<file path="src/rtl/fanin_merge_rr_if.sv">
// Stream bundle for the round-robin fan-in merge: per-input config and
// producer handshakes on one side, the merged consumer stream on the other.
interface fanin_merge_rr_if #(
  parameter int unsigned NUM_IN = 9,
  parameter int unsigned DW     = 17
);
  logic [NUM_IN-1:0]    en;
  logic [NUM_IN-1:0]    sel;
  logic [NUM_IN-1:0]    in_valid;
  logic [NUM_IN*DW-1:0] in_data;
  logic [NUM_IN-1:0]    in_ready;
  logic                 out_valid;
  logic [DW-1:0]        out_data;
  logic                 out_ready;

  // Merge block side
  modport slave (
    input  en, sel, in_valid, in_data, out_ready,
    output in_ready, out_valid, out_data
  );

  // Producer/consumer/config side
  modport master (
    output en, sel, in_valid, in_data, out_ready,
    input  in_ready, out_valid, out_data
  );
endinterface

</file>
<file path="src/rtl/fanin_merge_rr.sv">
// Round-robin merge of NUM_IN ready/valid producers into one consumer stream
// through a 2-entry buffer, so in_ready never depends on out_ready.
module fanin_merge_rr #(
  parameter int unsigned NUM_IN = 9,
  parameter int unsigned DW     = 17
) (
  input  logic             clk,
  input  logic             rst_n,
  fanin_merge_rr_if.slave  bus
);
  localparam int unsigned PW = (NUM_IN > 1) ? $clog2(NUM_IN) : 1;

  logic [PW-1:0]     rr_ptr_q, rr_ptr_d;
  logic [1:0]        count_q, count_d;
  logic              head_q, head_d;
  logic [DW-1:0]     mem_q [2];
  logic [DW-1:0]     mem_d [2];
  logic              out_valid_q, out_valid_d;
  logic [DW-1:0]     out_data_q, out_data_d;

  logic [NUM_IN-1:0] eligible;
  logic [NUM_IN-1:0] grant;
  logic              grant_any;
  logic [PW-1:0]     grant_idx;
  logic [PW:0]       sum;
  logic              push, pop, tail;

  // Round-robin grant: first eligible input at or after rr_ptr, only when a slot is free
  always_comb begin
    eligible  = bus.en & bus.sel & bus.in_valid;
    grant     = '0;
    grant_any = 1'b0;
    grant_idx = '0;
    sum       = '0;
    if (rst_n && (count_q != 2'd2)) begin
      for (int unsigned k = 0; k < NUM_IN; k++) begin
        sum = {1'b0, rr_ptr_q} + (PW+1)'(k);
        if (sum >= (PW+1)'(NUM_IN)) sum = sum - (PW+1)'(NUM_IN);
        if (!grant_any && eligible[sum[PW-1:0]]) begin
          grant_any = 1'b1;
          grant_idx = sum[PW-1:0];
        end
      end
      if (grant_any) grant[grant_idx] = 1'b1;
    end
    bus.in_ready = grant;
  end

  // Buffer bookkeeping; the head register is loaded from the post-update buffer
  // so out_valid/out_data come straight from flops
  always_comb begin
    push     = grant_any;
    pop      = out_valid_q & bus.out_ready;
    mem_d    = mem_q;
    head_d   = head_q;
    count_d  = count_q;
    rr_ptr_d = rr_ptr_q;
    tail     = head_q ^ count_q[0];
    if (push) begin
      mem_d[tail] = bus.in_data[grant_idx*DW +: DW];
      rr_ptr_d    = (grant_idx == PW'(NUM_IN - 1)) ? '0 : grant_idx + 1'b1;
    end
    if (pop) head_d = ~head_q;
    case ({push, pop})
      2'b10:   count_d = count_q + 2'd1;
      2'b01:   count_d = count_q - 2'd1;
      default: count_d = count_q;
    endcase
    out_valid_d = (count_d != 2'd0);
    out_data_d  = mem_d[head_d];
  end

  // State registers with synchronous active-low reset
  always_ff @(posedge clk) begin
    if (!rst_n) begin
      rr_ptr_q    <= '0;
      count_q     <= '0;
      head_q      <= 1'b0;
      mem_q[0]    <= '0;
      mem_q[1]    <= '0;
      out_valid_q <= 1'b0;
      out_data_q  <= '0;
    end else begin
      rr_ptr_q    <= rr_ptr_d;
      count_q     <= count_d;
      head_q      <= head_d;
      mem_q       <= mem_d;
      out_valid_q <= out_valid_d;
      out_data_q  <= out_data_d;
    end
  end

  assign bus.out_valid = out_valid_q;
  assign bus.out_data  = out_data_q;
endmodule

</file>
<file path="src/flat_wrapper.sv">
// flat-port wrapper written by rule: the top's interface ports become plain ports
module fanin_merge_rr_flat 
#(
  parameter int unsigned NUM_IN = 9,
  parameter int unsigned DW     = 17
)
  (clk, rst_n, bus_en, bus_sel, bus_in_valid, bus_in_data, bus_out_ready, bus_in_ready, bus_out_valid, bus_out_data);
  fanin_merge_rr_if #(.NUM_IN(NUM_IN), .DW(DW)) bus_i ();
  input  logic clk;
  input  logic rst_n;
  input wire logic [$bits(bus_i.en)-1:0] bus_en;
  input wire logic [$bits(bus_i.sel)-1:0] bus_sel;
  input wire logic [$bits(bus_i.in_valid)-1:0] bus_in_valid;
  input wire logic [$bits(bus_i.in_data)-1:0] bus_in_data;
  input wire logic [$bits(bus_i.out_ready)-1:0] bus_out_ready;
  output wire logic [$bits(bus_i.in_ready)-1:0] bus_in_ready;
  output wire logic [$bits(bus_i.out_valid)-1:0] bus_out_valid;
  output wire logic [$bits(bus_i.out_data)-1:0] bus_out_data;
  assign bus_i.en = bus_en;
  assign bus_i.sel = bus_sel;
  assign bus_i.in_valid = bus_in_valid;
  assign bus_i.in_data = bus_in_data;
  assign bus_i.out_ready = bus_out_ready;
  assign bus_in_ready = bus_i.in_ready;
  assign bus_out_valid = bus_i.out_valid;
  assign bus_out_data = bus_i.out_data;
  fanin_merge_rr #(.NUM_IN(NUM_IN), .DW(DW)) u_core (.clk(clk), .rst_n(rst_n), .bus(bus_i));
endmodule
</file>
<file path="config.mk">
export PLATFORM = sky130hd
export DESIGN_NAME = fanin_merge_rr_flat
export DESIGN_NICKNAME = d
export VERILOG_FILES = /design/src/rtl/fanin_merge_rr_if.sv /design/src/rtl/fanin_merge_rr.sv /design/src/flat_wrapper.sv
export SDC_FILE = /design/constraint.sdc
export NUM_CORES = 1
export LEC_CHECK = 0
export ABC_AREA = 1
export CORE_ASPECT_RATIO = 0.75
export CORE_UTILIZATION = 50
export CTS_BUF_LIST = sky130_fd_sc_hd__clkbuf_4 sky130_fd_sc_hd__clkbuf_8
export DETAILED_ROUTE_END_ITERATION = 10
export GPL_TIMING_DRIVEN = 0
export PLACE_DENSITY_LB_ADDON = 0.1
export SYNTH_ARGS = -nofsm -noshare
export SYNTH_HDL_FRONTEND = slang
export SYNTH_SLANG_ARGS = --single-unit
</file>
<file path="constraint.sdc">
create_clock -name clk -period 5.04 [get_ports clk]
set_input_delay 1.008 -clock clk [delete_from_list [all_inputs] [get_ports clk]]
set_output_delay 1.008 -clock clk [all_outputs]
set_load 0.02 [all_outputs]
</file>
Word level (Yosys, flattened, before mapping) --
Cells that the tools add are included.
Storage, ports and cells: register bits 59, bits in latches 0, bits in writable memories 0, memory bits (read-only) 0, output and inout bits 27, logic and storage cells 163, memories kept 0
Operators by class: $add $sub $neg 20, multiply operators 1, divide/modulo/power cells 0, $lt $le $gt $ge 23, eq/ne operators 4, shift operators 1, multiplexer cells 80, bitwise logic cells 7, reductions and logical operators 20
Operators with widths (number):
- $shiftx A153 B10 Y17 | 1
- $mux W4 | 30
- $mux W17 | 4
- $lt A4 B5 Y1 const B | 10
- $ge A5 B4 Y1 const B | 8
- $bmux W1 S4 | 9
- $sub A4 B4 Y4 const B | 9
- $bwmux W34 | 1
- $mux W34 | 1
- $mux W1 | 30
- $add A4 B3 Y5 const B | 4
- $and A9 B9 Y9 | 2
- $mux W9 | 2
- $demux W17 S1 | 1
- $logic_and A1 B1 Y1 | 11
- $add A4 B2 Y5 const B | 2
- $mul A4 B5 Y9 const B | 1
- $logic_not A1 Y1 | 8
- $add A4 B1 Y5 const B | 1
- $add A4 B4 Y5 const B | 1
- $add A4 B1 Y4 const B | 1
- $demux W1 S4 | 1
- $eq A4 B4 Y1 const B | 1
- $ge A2 B2 Y1 const B | 2
- other kinds (14) | 15

Longest topological paths before layout --
word-level depth 47, depth in mapped cells 33

Least setup slack after synthesis --
Ideal clock, no wire load.
kind flip-flop to output port, start register u_core.rr_ptr_q[1], end output bus_in_ready[7], data arrival time 3.555 ns, slack 0.477 ns, cell stages (with the launch flop) 23, buffers on the path 2, cells stage by stage dfxtp_1 inv_1 ha_1 buf_4 nand2_1 clkinv_1 or2_1 inv_1 nand2_1 o21ai_1 nand3_1 nand3_1 nand3_1 nand2_2 nand3_4 nor2_4 nand4_2 nor2_1 nor2_1 nand3_4 buf_2 nand3_1 nor2_1
Between the ends: cells in the longest elaborated chain, start to end 45, elaborated cells on any way between the ends 113, those cells by class add/sub: 17; order compare: 11; mux: 68; reduce/logical: 17
Ends and longest elaborated chain:
- start, declared | RTL line fanin_merge_rr.sv:13 | logic [PW-1:0] rr_ptr_q, rr_ptr_d;
- start signal, assigned | RTL line fanin_merge_rr.sv:84 | rr_ptr_q <= rr_ptr_d;
- branches (longest 43 deep; another with $add A4 B1 Y5)
- $mux W9 * | RTL line fanin_merge_rr.sv:44 | if (grant_any) grant[grant_idx] = 1'b1;
- $mux W9 * | RTL line fanin_merge_rr.sv:35 | if (rst_n && (count_q != 2'd2)) begin
- end, declared | RTL line flat_wrapper.sv:16 | output wire logic [$bits(bus_i.in_ready)-1:0] bus_in_ready;
Mark *: on every way between the ends. The select of a mux whose other input is x is not followed.

Worst setup path after layout --
start register u_core.rr_ptr_q[1], end output bus_in_ready[0]
Same word-level chain as after synthesis.

==> impl_metrics.py <==
metrics = {
    "status": {
        "run_status": "finished with violations",
        "failing_checks": "setup timing",
    },
    "min_path": {
        "timing.hold.worst.class": "reg2reg",
    },
    "synthesis": {
        "synth_top_cell_area_share_pct": 22.23,
        "synth_top_family_by_area": "simple AND/OR/NAND/NOR gates",
        "synth_area_um2": 7158,
        "yosys.cell_count.top_type": "sky130_fd_sc_hd__nand2_1",
        "postSynth.asyncResetShare_pct": 0,
        "synth_top_flop_cell": "sky130_fd_sc_hd__dfxtp_1",
        "synth_compound_area_share_pct": 6.555,
        "synth-edff-count": 0,
        "cell_type_with_the_largest_total_area_after_synthesis": "sky130_fd_sc_hd__nand3_1",
        "synth.ff_latch_count": 59,
        "synth_adder_area_share_pct": 4.195,
        "synth.net_count": 1458,
        "yosys_warnings": 0,
        "synthXorXnorAreaFrac_pct": 2.412,
        "yosys-top-cells-count": "sky130_fd_sc_hd__nand2_1, sky130_fd_sc_hd__nand3_1, sky130_fd_sc_hd__inv_1, sky130_fd_sc_hd__nor2_1, sky130_fd_sc_hd__dfxtp_1",
        "synth_area_per_cell_um2": 5.722,
        "yosys.area_share.simple_pct": 56.58,
        "synthDistinctLibCells": 44,
        "seq_area_frac_synth_pct": 16.50,
        "synth_cells": 1251,
        "synth_area_leaders": "sky130_fd_sc_hd__nand3_1, sky130_fd_sc_hd__nand2_1, sky130_fd_sc_hd__dfxtp_1, sky130_fd_sc_hd__inv_1, sky130_fd_sc_hd__ha_1",
        "yosys-mux-area-fraction_pct": 0,
    },
    "floorplan": {
        "effective_utilization_at_floorplan_pct": 51.71,
        "rows": 37,
        "floorplan.die_area_um2": 14800,
        "core_um2": 13840,
        "boundaryPins": 210,
        "die_boundary_width_um": 140.2,
        "die_height_um": 105.6,
    },
    "worst_setup_path": {
        "worst-endpoint-arrival_ps": 4040,
        "endpoint": "bus_in_ready[0]",
        "critical_path_depth": 26,
        "critical_path.n_buffers_inverters": 8,
        "timing.critical_path.to_type": "output port",
        "crit_type": "reg2out",
        "worstReg2RegEnd": "u_core.bus.out_data[14]",
        "ff2ff_path_depth": 29,
        "max_stage_delay_ps": 370,
        "timing.critical_path.from_type": "flip-flop",
        "critPathSlowestCell": "sky130_fd_sc_hd__dfxtp_4",
        "crit_path_from": "u_core.rr_ptr_q[1]",
        "critical_path.top_delay_family": "simple AND/OR/NAND/NOR gates",
        "critPathMaxFanout": 7,
        "r2r-start": "u_core.rr_ptr_q[1]",
        "reg2reg_slack_ps": 570,
        "worst-endpoint-required_ps": 4030,
    },
    "flow_run": {
        "drv.max_cap_violation_count": 0,
    },
    "timing": {
        "slew_viol_final": 0,
        "post_route_minimum_period_ps": 5046,
        "timing.slew.headroom_pct": 47.64,
        "final_hold_viol_count": 0,
        "final.period_utilization_pct": 100.1,
        "clock.fmax_mhz": 198.2,
        "skew_ps": 9.335,
        "setup-tns-final_ps": -5.647,
        "timing_worst_slew_pin_value_ps": 782.5,
        "final_critical_path_setup_slack_ps": -5.647,
        "setup_viol": 1,
    },
    "finish": {
        "num-nets-final": 1720,
        "post_route_cells_drive_above_1_share_pct": 20.62,
        "relative_area_change_from_synthesis_to_final_layout_pct": 49.59,
        "antenna-diode-count": 0,
    },
    "clocking": {
        "cts_tree": "built",
        "clock_path_buffers": 2,
        "cts-buffers-inserted": 9,
        "hold_buffers": 0,
        "clkTransAtPathRegs_ps": 70,
        "cts_htree_levels": 3,
        "cts.root.buffer_cell": "sky130_fd_sc_hd__clkbuf_8",
        "insertion_delay_ps": 340,
        "clock_sinks": 59,
    },
    "grt": {
        "grt_usage_pct": 36.94,
        "grt_max_degree": 14,
        "global_route.overflow_total": 0,
        "grt_pass1_wl_mm": 42.97,
        "grt_antenna_before_repair": 0,
        "vias_in_the_first_global_route": 8066,
    },
    "route": {
        "vias": 9623,
        "detail_route.wl_per_cell_um": 17.65,
        "detail_route.first_pass.iterations": 6,
        "detail_route.iter0.violations": 1239,
        "drcViolationCount": 0,
        "wl_mm": 29.89,
        "ant_nets": 0,
        "drt-vias-per-instance": 5.684,
    },
    "place": {
        "place.detailed.hpwl_mm": 21.87,
        "gpl.final_weighted_congestion": 0.9941,
        "port-buffer-count": 209,
    },
}
-- layout by cell type, fill, tap and decap left out, types with 11 or more instances in the layout --
cell type / count
sky130_fd_sc_hd__nand3b_1: 39
sky130_fd_sc_hd__nand4_1: 11
sky130_fd_sc_hd__nand3_2: 24
sky130_fd_sc_hd__nand2_4: 19
sky130_fd_sc_hd__nor2_4: 12
sky130_fd_sc_hd__buf_6: 11
sky130_fd_sc_hd__dfxtp_1: 56
sky130_fd_sc_hd__or2_2: 35
sky130_fd_sc_hd__nand3_1: 292
sky130_fd_sc_hd__nor2_1: 58
sky130_fd_sc_hd__nand2_2: 31
sky130_fd_sc_hd__a21oi_1: 16
sky130_fd_sc_hd__inv_2: 21
sky130_fd_sc_hd__nand2_1: 296
sky130_fd_sc_hd__buf_2: 26
sky130_fd_sc_hd__o211ai_1: 14
sky130_fd_sc_hd__ha_1: 19
sky130_fd_sc_hd__inv_1: 152
sky130_fd_sc_hd__clkdlybuf4s50_1: 200
sky130_fd_sc_hd__o21ai_1: 14
sky130_fd_sc_hd__buf_4: 50
-- cell families after synthesis --
| logic type | count (synthesis) |
|---|---|
| compound gates | 79 |
| simple gates | 845 |
| flops | 59 |
| xor+xnor | 15 |
| buf+inv | 229 |
| fa+ha+maj | 24 |
-- worst register-to-register path, delay by kind of cell (launching register included) --
| kind | cells | cell delay, ps |
|---|---|---|
| AO/OA/AOI/OAI | 2 | 320 |
| adder cells (fa/ha/maj) | 1 | 250 |
| buffers and inverters | 8 | 1210 |
| flip-flops | 1 | 370 |
| AND/OR/NAND/NOR | 18 | 2270 |
-- layout make-up --
cell class                 count  area, um2
inverter                     177      673.1
clock buffer                   9      123.9
tap                          175      219.0
fill                        1119       3134
timing repair buffer         249       2385
multi-input combinational    965       5659
clock inverter                 7      101.3
sequential                    59       1192
buffer                        52      354.1
-- flip-flops by register name (all words and copies together) (netlist names) --
signal                flops
u_core.rr_ptr_q           4
u_core.head_q             1
u_core.bus.out_valid      1
u_core.bus.out_data      17
u_core.mem_q             34
u_core.count_q            2
-- timing repair --
item                       CTS  global route
resized for setup           88           135
pin swaps                    5            45
cloned                       0             2
setup endpoints to repair    9             9
buffers inserted            10            30
-- worst min path at each step --
stage	startpoint	endpoint	slack, ps	depth (start not counted)
after floorplan	u_core.count_q[1]	u_core.count_q[1]	490	2
after global placement	u_core.mem_q[28]	u_core.mem_q[28]	530	3
after CTS	u_core.mem_q[23]	u_core.bus.out_data[6]	560	3
after detailed placement	u_core.count_q[1]	u_core.count_q[1]	530	2
after global routing	u_core.mem_q[8]	u_core.mem_q[8]	580	3
final	u_core.mem_q[1]	u_core.mem_q[1]	550	3
-- per-stage QoR --
stage | cells | hold slack [ps] | util, % | setup slack [ps] | cell area [um2]
floorplan | 1251 | 491.5 | - | 476.6 | 7158
global placement | 1635 | 526.7 | 68.41 | -923.2 | 9469
detailed placement | 1635 | 533.5 | 68.41 | -960.0 | 9469
CTS | 1661 | 556.0 | 71.85 | -33.31 | 9946
global route | 1693 | 583.6 | 77.36 | -126.4 | 10710
finish | 1693 | 551.8 | 77.36 | -5.647 | 10710
-- per-layer routing --
| layer | up-vias | share of wire [%] | wire, um | global-route usage, % |
|---|---|---|---|---|
| li1 | 4599 | - | - | - |
| met1 | 4355 | 44 | 13020 | 54.17 |
| met2 | 605 | 42 | 12520 | 54.46 |
| met3 | 64 | 12 | 3654 | 8.087 |
| met4 | 0 | 2.3 | 689 | 8.163 |
| met5 | - | 0 | 0 | 0 |
Power is not shown: default switching activity piles up to over one toggle a cycle in this logic, so the estimate is an artifact.
